`src/rtl/bsg_mem_1rw_sync_mask_write_byte_req_adapter_if.sv`:
```
// Request, memory-pin and response signals of the byte-masked-write
// memory request adapter, bundled so that requester, adapter and memory
// share one set of declarations.
//
// Handshake semantics:
// - A request transfers on any rising clk edge where v_i & ready_o.
// - ready_o depends only on registered state. Once v_i is raised, the
//   request fields must stay stable until that transfer.
// - A response transfers on any rising clk edge where v_o & yumi_i.
// - yumi_i may only be raised while v_o=1.
interface bsg_mem_1rw_sync_mask_write_byte_req_adapter_if #(
    parameter int width_p = 32,
    parameter int els_p   = 16
) ();
    localparam int addr_width_lp = (els_p == 1) ? 1 : $clog2(els_p);
    localparam int mask_width_lp = width_p >> 3;

    // request side
    logic                     v_i;
    logic                     ready_o;
    logic                     w_i;
    logic [addr_width_lp-1:0] addr_i;
    logic [width_p-1:0]       data_i;
    logic [mask_width_lp-1:0] w_mask_i;

    // memory side
    logic                     mem_v_o;
    logic                     mem_w_o;
    logic [addr_width_lp-1:0] mem_addr_o;
    logic [width_p-1:0]       mem_data_o;
    logic [mask_width_lp-1:0] mem_w_mask_o;
    logic [width_p-1:0]       mem_data_i;

    // response side
    logic                     v_o;
    logic [width_p-1:0]       data_o;
    logic                     yumi_i;

    // adapter view
    modport slave (
        input  v_i, w_i, addr_i, data_i, w_mask_i, mem_data_i, yumi_i,
        output ready_o, mem_v_o, mem_w_o, mem_addr_o, mem_data_o, mem_w_mask_o,
        output v_o, data_o
    );

    // requester + memory view (the environment around the adapter)
    modport master (
        output v_i, w_i, addr_i, data_i, w_mask_i, mem_data_i, yumi_i,
        input  ready_o, mem_v_o, mem_w_o, mem_addr_o, mem_data_o, mem_w_mask_o,
        input  v_o, data_o
    );
endinterface

```
`src/rtl/bsg_mem_1rw_sync_mask_write_byte_req_adapter.sv`:
```
// Front end for a single-port synchronous byte-masked-write memory.
// Requests pass straight to the memory pins on acceptance. The read data
// arriving one cycle later is either handed out directly (bypass) or
// parked in a small response FIFO. Requests are only accepted while a
// FIFO slot is guaranteed for every read in flight, so no read data is
// ever dropped.
module bsg_mem_1rw_sync_mask_write_byte_req_adapter #(
    parameter int width_p   = 32,
    parameter int els_p     = 16,
    parameter int rsp_els_p = 2
) (
    input logic clk_i,
    input logic reset_n_i,
    bsg_mem_1rw_sync_mask_write_byte_req_adapter_if.slave bus
);
    localparam int ptr_width_lp = (rsp_els_p > 1) ? $clog2(rsp_els_p) : 1;
    localparam int cnt_width_lp = $clog2(rsp_els_p + 1);

    logic [width_p-1:0]      fifo_r [rsp_els_p];
    logic [ptr_width_lp-1:0] wptr_r;
    logic [ptr_width_lp-1:0] rptr_r;
    logic [cnt_width_lp-1:0] cnt_r;
    logic                    rd_pend_r;

    logic fifo_empty;
    logic accept;
    logic enq;
    logic deq;

    function automatic logic [ptr_width_lp-1:0] ptr_inc(input logic [ptr_width_lp-1:0] p);
        return (32'(p) == rsp_els_p - 1) ? '0 : p + 1'b1;
    endfunction

    assign fifo_empty = (cnt_r == '0);

    // Credit check: every buffered entry and every read in flight holds a slot.
    assign bus.ready_o = (32'(cnt_r) + 32'(rd_pend_r)) < rsp_els_p;

    // Reset gating keeps the memory idle while reset is held.
    assign accept = bus.v_i & bus.ready_o & reset_n_i;

    assign bus.mem_v_o      = accept;
    assign bus.mem_w_o      = bus.w_i;
    assign bus.mem_addr_o   = bus.addr_i;
    assign bus.mem_data_o   = bus.data_i;
    assign bus.mem_w_mask_o = bus.w_mask_i;

    // FIFO head always predates in-flight data; bypass only when empty.
    assign bus.v_o    = ~fifo_empty | rd_pend_r;
    assign bus.data_o = ~fifo_empty ? fifo_r[rptr_r]
                      : (rd_pend_r ? bus.mem_data_i : '0);

    // Bypassed data consumed the same cycle never touches the FIFO.
    assign enq = rd_pend_r & ~(fifo_empty & bus.yumi_i);
    assign deq = bus.yumi_i & ~fifo_empty;

    // Read-pending flag, FIFO storage, pointers and occupancy.
    always_ff @(posedge clk_i or negedge reset_n_i) begin
        if (!reset_n_i) begin
            rd_pend_r <= 1'b0;
            wptr_r    <= '0;
            rptr_r    <= '0;
            cnt_r     <= '0;
            for (int i = 0; i < rsp_els_p; i++) begin
                fifo_r[i] <= '0;
            end
        end else begin
            rd_pend_r <= accept & ~bus.w_i;
            if (enq) begin
                fifo_r[wptr_r] <= bus.mem_data_i;
                wptr_r         <= ptr_inc(wptr_r);
            end
            if (deq) begin
                rptr_r <= ptr_inc(rptr_r);
            end
            case ({enq, deq})
                2'b10:   cnt_r <= cnt_r + 1'b1;
                2'b01:   cnt_r <= cnt_r - 1'b1;
                default: cnt_r <= cnt_r;
            endcase
        end
    end

    // Simulation-only protocol and configuration checks.
    a_cfg : assert property (@(posedge clk_i) ((width_p % 8) == 0) && (rsp_els_p >= 1));
    a_yumi : assert property (@(posedge clk_i) disable iff (!reset_n_i)
        bus.yumi_i |-> bus.v_o);
    a_addr : assert property (@(posedge clk_i) disable iff (!reset_n_i)
        accept |-> (32'(bus.addr_i) < els_p));
    a_known : assert property (@(posedge clk_i) disable iff (!reset_n_i)
        !$isunknown({bus.v_i, bus.yumi_i}));
endmodule

```
`src/flat_wrapper.sv`:
```
// flat-port wrapper written by rule: the top's interface ports become plain ports
module bsg_mem_1rw_sync_mask_write_byte_req_adapter_flat 
#(
    parameter int width_p   = 32,
    parameter int els_p     = 16,
    parameter int rsp_els_p = 2
)
  (clk_i, reset_n_i, bus_v_i, bus_w_i, bus_addr_i, bus_data_i, bus_w_mask_i, bus_mem_data_i, bus_yumi_i, bus_ready_o, bus_mem_v_o, bus_mem_w_o, bus_mem_addr_o, bus_mem_data_o, bus_mem_w_mask_o, bus_v_o, bus_data_o);
  bsg_mem_1rw_sync_mask_write_byte_req_adapter_if #(.width_p(width_p), .els_p(els_p)) bus_i ();
  input logic clk_i;
  input logic reset_n_i;
  input wire logic [$bits(bus_i.v_i)-1:0] bus_v_i;
  input wire logic [$bits(bus_i.w_i)-1:0] bus_w_i;
  input wire logic [$bits(bus_i.addr_i)-1:0] bus_addr_i;
  input wire logic [$bits(bus_i.data_i)-1:0] bus_data_i;
  input wire logic [$bits(bus_i.w_mask_i)-1:0] bus_w_mask_i;
  input wire logic [$bits(bus_i.mem_data_i)-1:0] bus_mem_data_i;
  input wire logic [$bits(bus_i.yumi_i)-1:0] bus_yumi_i;
  output wire logic [$bits(bus_i.ready_o)-1:0] bus_ready_o;
  output wire logic [$bits(bus_i.mem_v_o)-1:0] bus_mem_v_o;
  output wire logic [$bits(bus_i.mem_w_o)-1:0] bus_mem_w_o;
  output wire logic [$bits(bus_i.mem_addr_o)-1:0] bus_mem_addr_o;
  output wire logic [$bits(bus_i.mem_data_o)-1:0] bus_mem_data_o;
  output wire logic [$bits(bus_i.mem_w_mask_o)-1:0] bus_mem_w_mask_o;
  output wire logic [$bits(bus_i.v_o)-1:0] bus_v_o;
  output wire logic [$bits(bus_i.data_o)-1:0] bus_data_o;
  assign bus_i.v_i = bus_v_i;
  assign bus_i.w_i = bus_w_i;
  assign bus_i.addr_i = bus_addr_i;
  assign bus_i.data_i = bus_data_i;
  assign bus_i.w_mask_i = bus_w_mask_i;
  assign bus_i.mem_data_i = bus_mem_data_i;
  assign bus_i.yumi_i = bus_yumi_i;
  assign bus_ready_o = bus_i.ready_o;
  assign bus_mem_v_o = bus_i.mem_v_o;
  assign bus_mem_w_o = bus_i.mem_w_o;
  assign bus_mem_addr_o = bus_i.mem_addr_o;
  assign bus_mem_data_o = bus_i.mem_data_o;
  assign bus_mem_w_mask_o = bus_i.mem_w_mask_o;
  assign bus_v_o = bus_i.v_o;
  assign bus_data_o = bus_i.data_o;
  bsg_mem_1rw_sync_mask_write_byte_req_adapter #(.width_p(width_p), .els_p(els_p), .rsp_els_p(rsp_els_p)) u_core (.clk_i(clk_i), .reset_n_i(reset_n_i), .bus(bus_i));
endmodule
```
`config.mk`:
```
export PLATFORM = sky130hd
export DESIGN_NAME = bsg_mem_1rw_sync_mask_write_byte_req_adapter_flat
export DESIGN_NICKNAME = d
export VERILOG_FILES = /design/src/rtl/bsg_mem_1rw_sync_mask_write_byte_req_adapter_if.sv /design/src/rtl/bsg_mem_1rw_sync_mask_write_byte_req_adapter.sv /design/src/flat_wrapper.sv
export SDC_FILE = /design/constraint.sdc
export NUM_CORES = 1
export LEC_CHECK = 0
export ABC_AREA = 0
export BUFFER_PORTS_ARGS = -buffer_cell sky130_fd_sc_hd__buf_2
export CAP_MARGIN = 20
export CORE_MARGIN = 2
export CORE_UTILIZATION = 30
export DETAILED_ROUTE_END_ITERATION = 16
export PLACE_DENSITY = 0.65
export SYNTH_ARGS = -nofsm -noshare
export SYNTH_HDL_FRONTEND = slang
export SYNTH_SLANG_ARGS = --single-unit
```
`constraint.sdc`:
```
create_clock -name clk_i -period 1.5 [get_ports clk_i]
set_input_delay 0.15 -clock clk_i [delete_from_list [all_inputs] [get_ports clk_i]]
set_output_delay 0.15 -clock clk_i [all_outputs]
set_load 0.005 [all_outputs]
```
==> impl_results.md <==
- CP required: 1.35 ns
- Unique masters post-synth: 24
- Area grow syn2layout: 31.2%
- Ant diodes: 0
- I/O pin cnt: 153
- Worst Path Arrival: 1.59 ns
- Worst slew pin tran: 0.380 ns
- Post-route minimum period: 1.74 ns
- Post-synthesis async set-or-reset flop share: 100%
- Crit-path slowest cell: dfrtp_1
- Post-Route WL: 9.47 mm
- Crit path capture type: output port
- Clk slew on worst S/H paths: 0.06 ns
- Final slew viol count: 0
- CP peak stage delay: 0.39 ns
- Die span in x: 118 um
- P per Cell Area: 2120 nW/um2
- Largest net degree at the start of global routing: 70
- Post-synth top area share: 44.5%
- Synth top area cells: dfrtp_1 (45%), mux2_4 (20%), mux2i_1 (8.3%), buf_4 (8.1%), nand3_1 (4.1%)
- Ys flop type: dfrtp_1
- CP startpoint: u_core.cnt_r[0]
- Final nets: 455
- Vias per cell: 4.67
- Sink Count: 69
- Peak VDD IR: 0.798 mV
- Vias in the first global route: 2,811
- Ys Warns: 0
- Clk Latency, worst-skew pair: 0.33 ns
- Die area: 13,900 um2
- Pleak: 2.35 nW
- Yosys top cell by area: dfrtp_1
- Syn_nets: 388
- Slew headroom: 74.7%
- Final Setup Violations: 101
- Outcome: complete, but fails checks
- Antenna violations before repair: 0
- Routed WL per cell: 17.2 um
- Post-Syn Area per Cell: 12.5 um2
- RSZ-0062 raised after global routing: true
- Mapped Area: 3880 um2
- Routability-driven placement congestion ratio: 0.731
- Drt initial violations: 99
- Post-synthesis register bit count: 69
- Crit-path max FO: 9
- RR Startpoint: u_core.cnt_r[0]
- CTS H-tree depth: 3
- Hold path start: bus_mem_data_i[25]
- Num CTS Buffers: 9
- Layout cell share with drive strength beyond 1: 58.4%
- Placement Rows: 41
- Vias post-DR: 2,576
- Total GRT Usage: 13.6%
- Cell mode on critical path: buf_12
- Final hold vios: 0
- Final worst slack: -0.245 ns
- Clk_skew: 0.00412 ns
- First-pass GRT wire length: 14.9 mm
- Sequential-to-total area share from yosys stat: 44.5%
- Power Total: 10.8 mW
- Die Y: 118 um
- CP Class: register to output port
- Final critical-path share of the clock period: 116%
- CTS tree: built
- Post-Route Utilization: 40.3%
- Worst hold-check path type: primary input to register
- Max Clock Freq: 573 MHz
- Mapped Cells: 310
- Worst path cell trace: buf_6 > nor2_4 > buf_12 > buf_12 > buf_16 > o21ai_1 > buf_2
- CTS Root Cell: clkbuf_16
- Initial Util: 30.7%
- Drt drc: 0
- Detailed Routing Iterations Pass 1: 4
- Remaining antenna violation count: 0
- Post-synth EDFFs: 0
- Violated checks: setup timing
- Clock Tree Buf Depth: 2
- Core Box Area: 12,600 um2
- PortBufs: 72
- Startpoint class of the critical path: register
- Max-cap violations: 0
- HPWL after detailed placement: 5.49 mm
- Remaining Overflow, GRT: 0
==> per-layer routing <==
layer / share of wire, % / vias to the layer above / global-route usage (%)
met5: 0 / - / 0
met4: 1.7 / 0 / 5.57
met1: 45 / 1308 / 16.4
li1: - / 1183 / -
met2: 49 / 65 / 22.6
met3: 5.2 / 20 / 4.31
==> critical path, delay by kind of cell, from the launching register on <==
kind / cells / cell delay, ns
AO/OA/AOI/OAI: 1 / 0.08
buffers and inverters: 5 / 0.66
flip-flops: 1 / 0.39
AND/OR/NAND/NOR: 1 / 0.14
==> path summary, 6_finish.rpt <==
check / end / slack (ns) / depth (start not counted)
setup reg to reg: u_core.cnt_r[1] / -0.22 / 10
min in group asynchronous: u_core.fifo_r[32] / 0.42 / 3
hold reg to reg: u_core.fifo_r[47] / 0.51 / 1
max in group asynchronous: u_core.rptr_r / 0.77 / 3
setup / recovery: bus_data_o[27] / -0.24 / 7
hold / removal: u_core.fifo_r[57] / 0.08 / 2
==> cell usage after synthesis (2+ instances only) <==
cell type,instances
dfrtp_1,69
mux2_4,52
buf_4,42
mux2i_1,32
nand3_1,32
o21ai_0,32
mux2_2,12
buf_2,8
buf_6,6
buf_1,3
clkbuf_1,3
xnor2_1,3
nand2_1,2
nor2_1,2
nor2b_1,2
xor2_1,2
==> cells in the final DEF (no fill, tap or decap) <==
cell type and n:
nand3_1 28, nor2_2 1, a21oi_4 1, nor3_4 1, buf_6 9, nand3_2 4
dfrtp_1 68, nand2b_1 1, ha_4 1, xor2_2 1, nor2b_4 1, nand2_4 1
nor2_4 2, dlygate4sd3_1 2, nand2_1 1, xnor2_1 1, clkinv_2 3, clkbuf_1 2
dfrtp_2 1, xor2_1 1, inv_1 1, buf_12 15, mux2i_1 32, nor3b_4 1
clkbuf_16 12, and3_4 1, o21ai_2 12, nor2b_1 1, mux2_2 11, buf_2 71
o21ai_1 20, mux2_4 53, xnor2_2 2, buf_4 15, buf_16 3
==> cell families (layout without fill, tap and decap cells) <==
kind of cell               count (synthesis)  in the layout  share of synthesized area, %
muxes                                     96             96                          31.9
DFF                                       69             69                          44.5
buffers and inverters                     63            133                          11.6
and+or+nand+nor                           43             43                          6.35
AOI/OAI and AO/OA                         33             33                          4.26
xor gates and xnor gates                   5              5                          1.13
adders and majority gates                  1              1                         0.322
==> state kept, by name (all words and copies together) (netlist names) <==
register	count
u_core.cnt_r	2
u_core.rd_pend_r	1
u_core.wptr_r	1
u_core.fifo_r	64
u_core.rptr_r	1
==> layout make-up <==
type                       instances  area, um2
sequential                        69       1730
inverter                           1       3.75
tap                              172        215
clock inverter                     3       15.0
multi-input combinational        178       1850
fill                            1215       7530
clock buffer                      11        233
timing repair buffer             118       1050
==> report_power, final <==
part / internal, mW / total (mW) / switching [mW] / leakage (nW)
logic: 3.42 / 5.59 / 2.18 / 1.38
registers: 2.78 / 3.34 / 0.557 / 0.839
clock network: 1.09 / 1.84 / 0.747 / 0.125
==> metrics by stage <==
step | instance area, um2 | hold WS [ns] | TNS, ns | cells | worst slack, ns
3_5_place_dp | 4210 | 0.254 | -0.234 | 508 | -0.0417
2_1_floorplan | 3880 | -0.146 | 0 | 310 | 0.00165
6_report | 5090 | 0.0807 | -13.83 | 552 | -0.245
5_1_grt | 5090 | 0.0703 | -20.34 | 552 | -0.326
3_3_place_gp | 4210 | 0.253 | 0 | 508 | 0.0194
4_1_cts | 4870 | 0.0679 | -9.40 | 541 | -0.240
==> repair_timing <==
action                                 CTS  global route
gates resized for setup                 57            26
endpoints found under the hold margin   70             0
setup endpoints to repair               57           101
hold buffers                             2             0
pin swaps                               13            14
buffers inserted                        13             9
cloned                                   4             4
No activity file was read; power rests on OpenSTA's default activity.
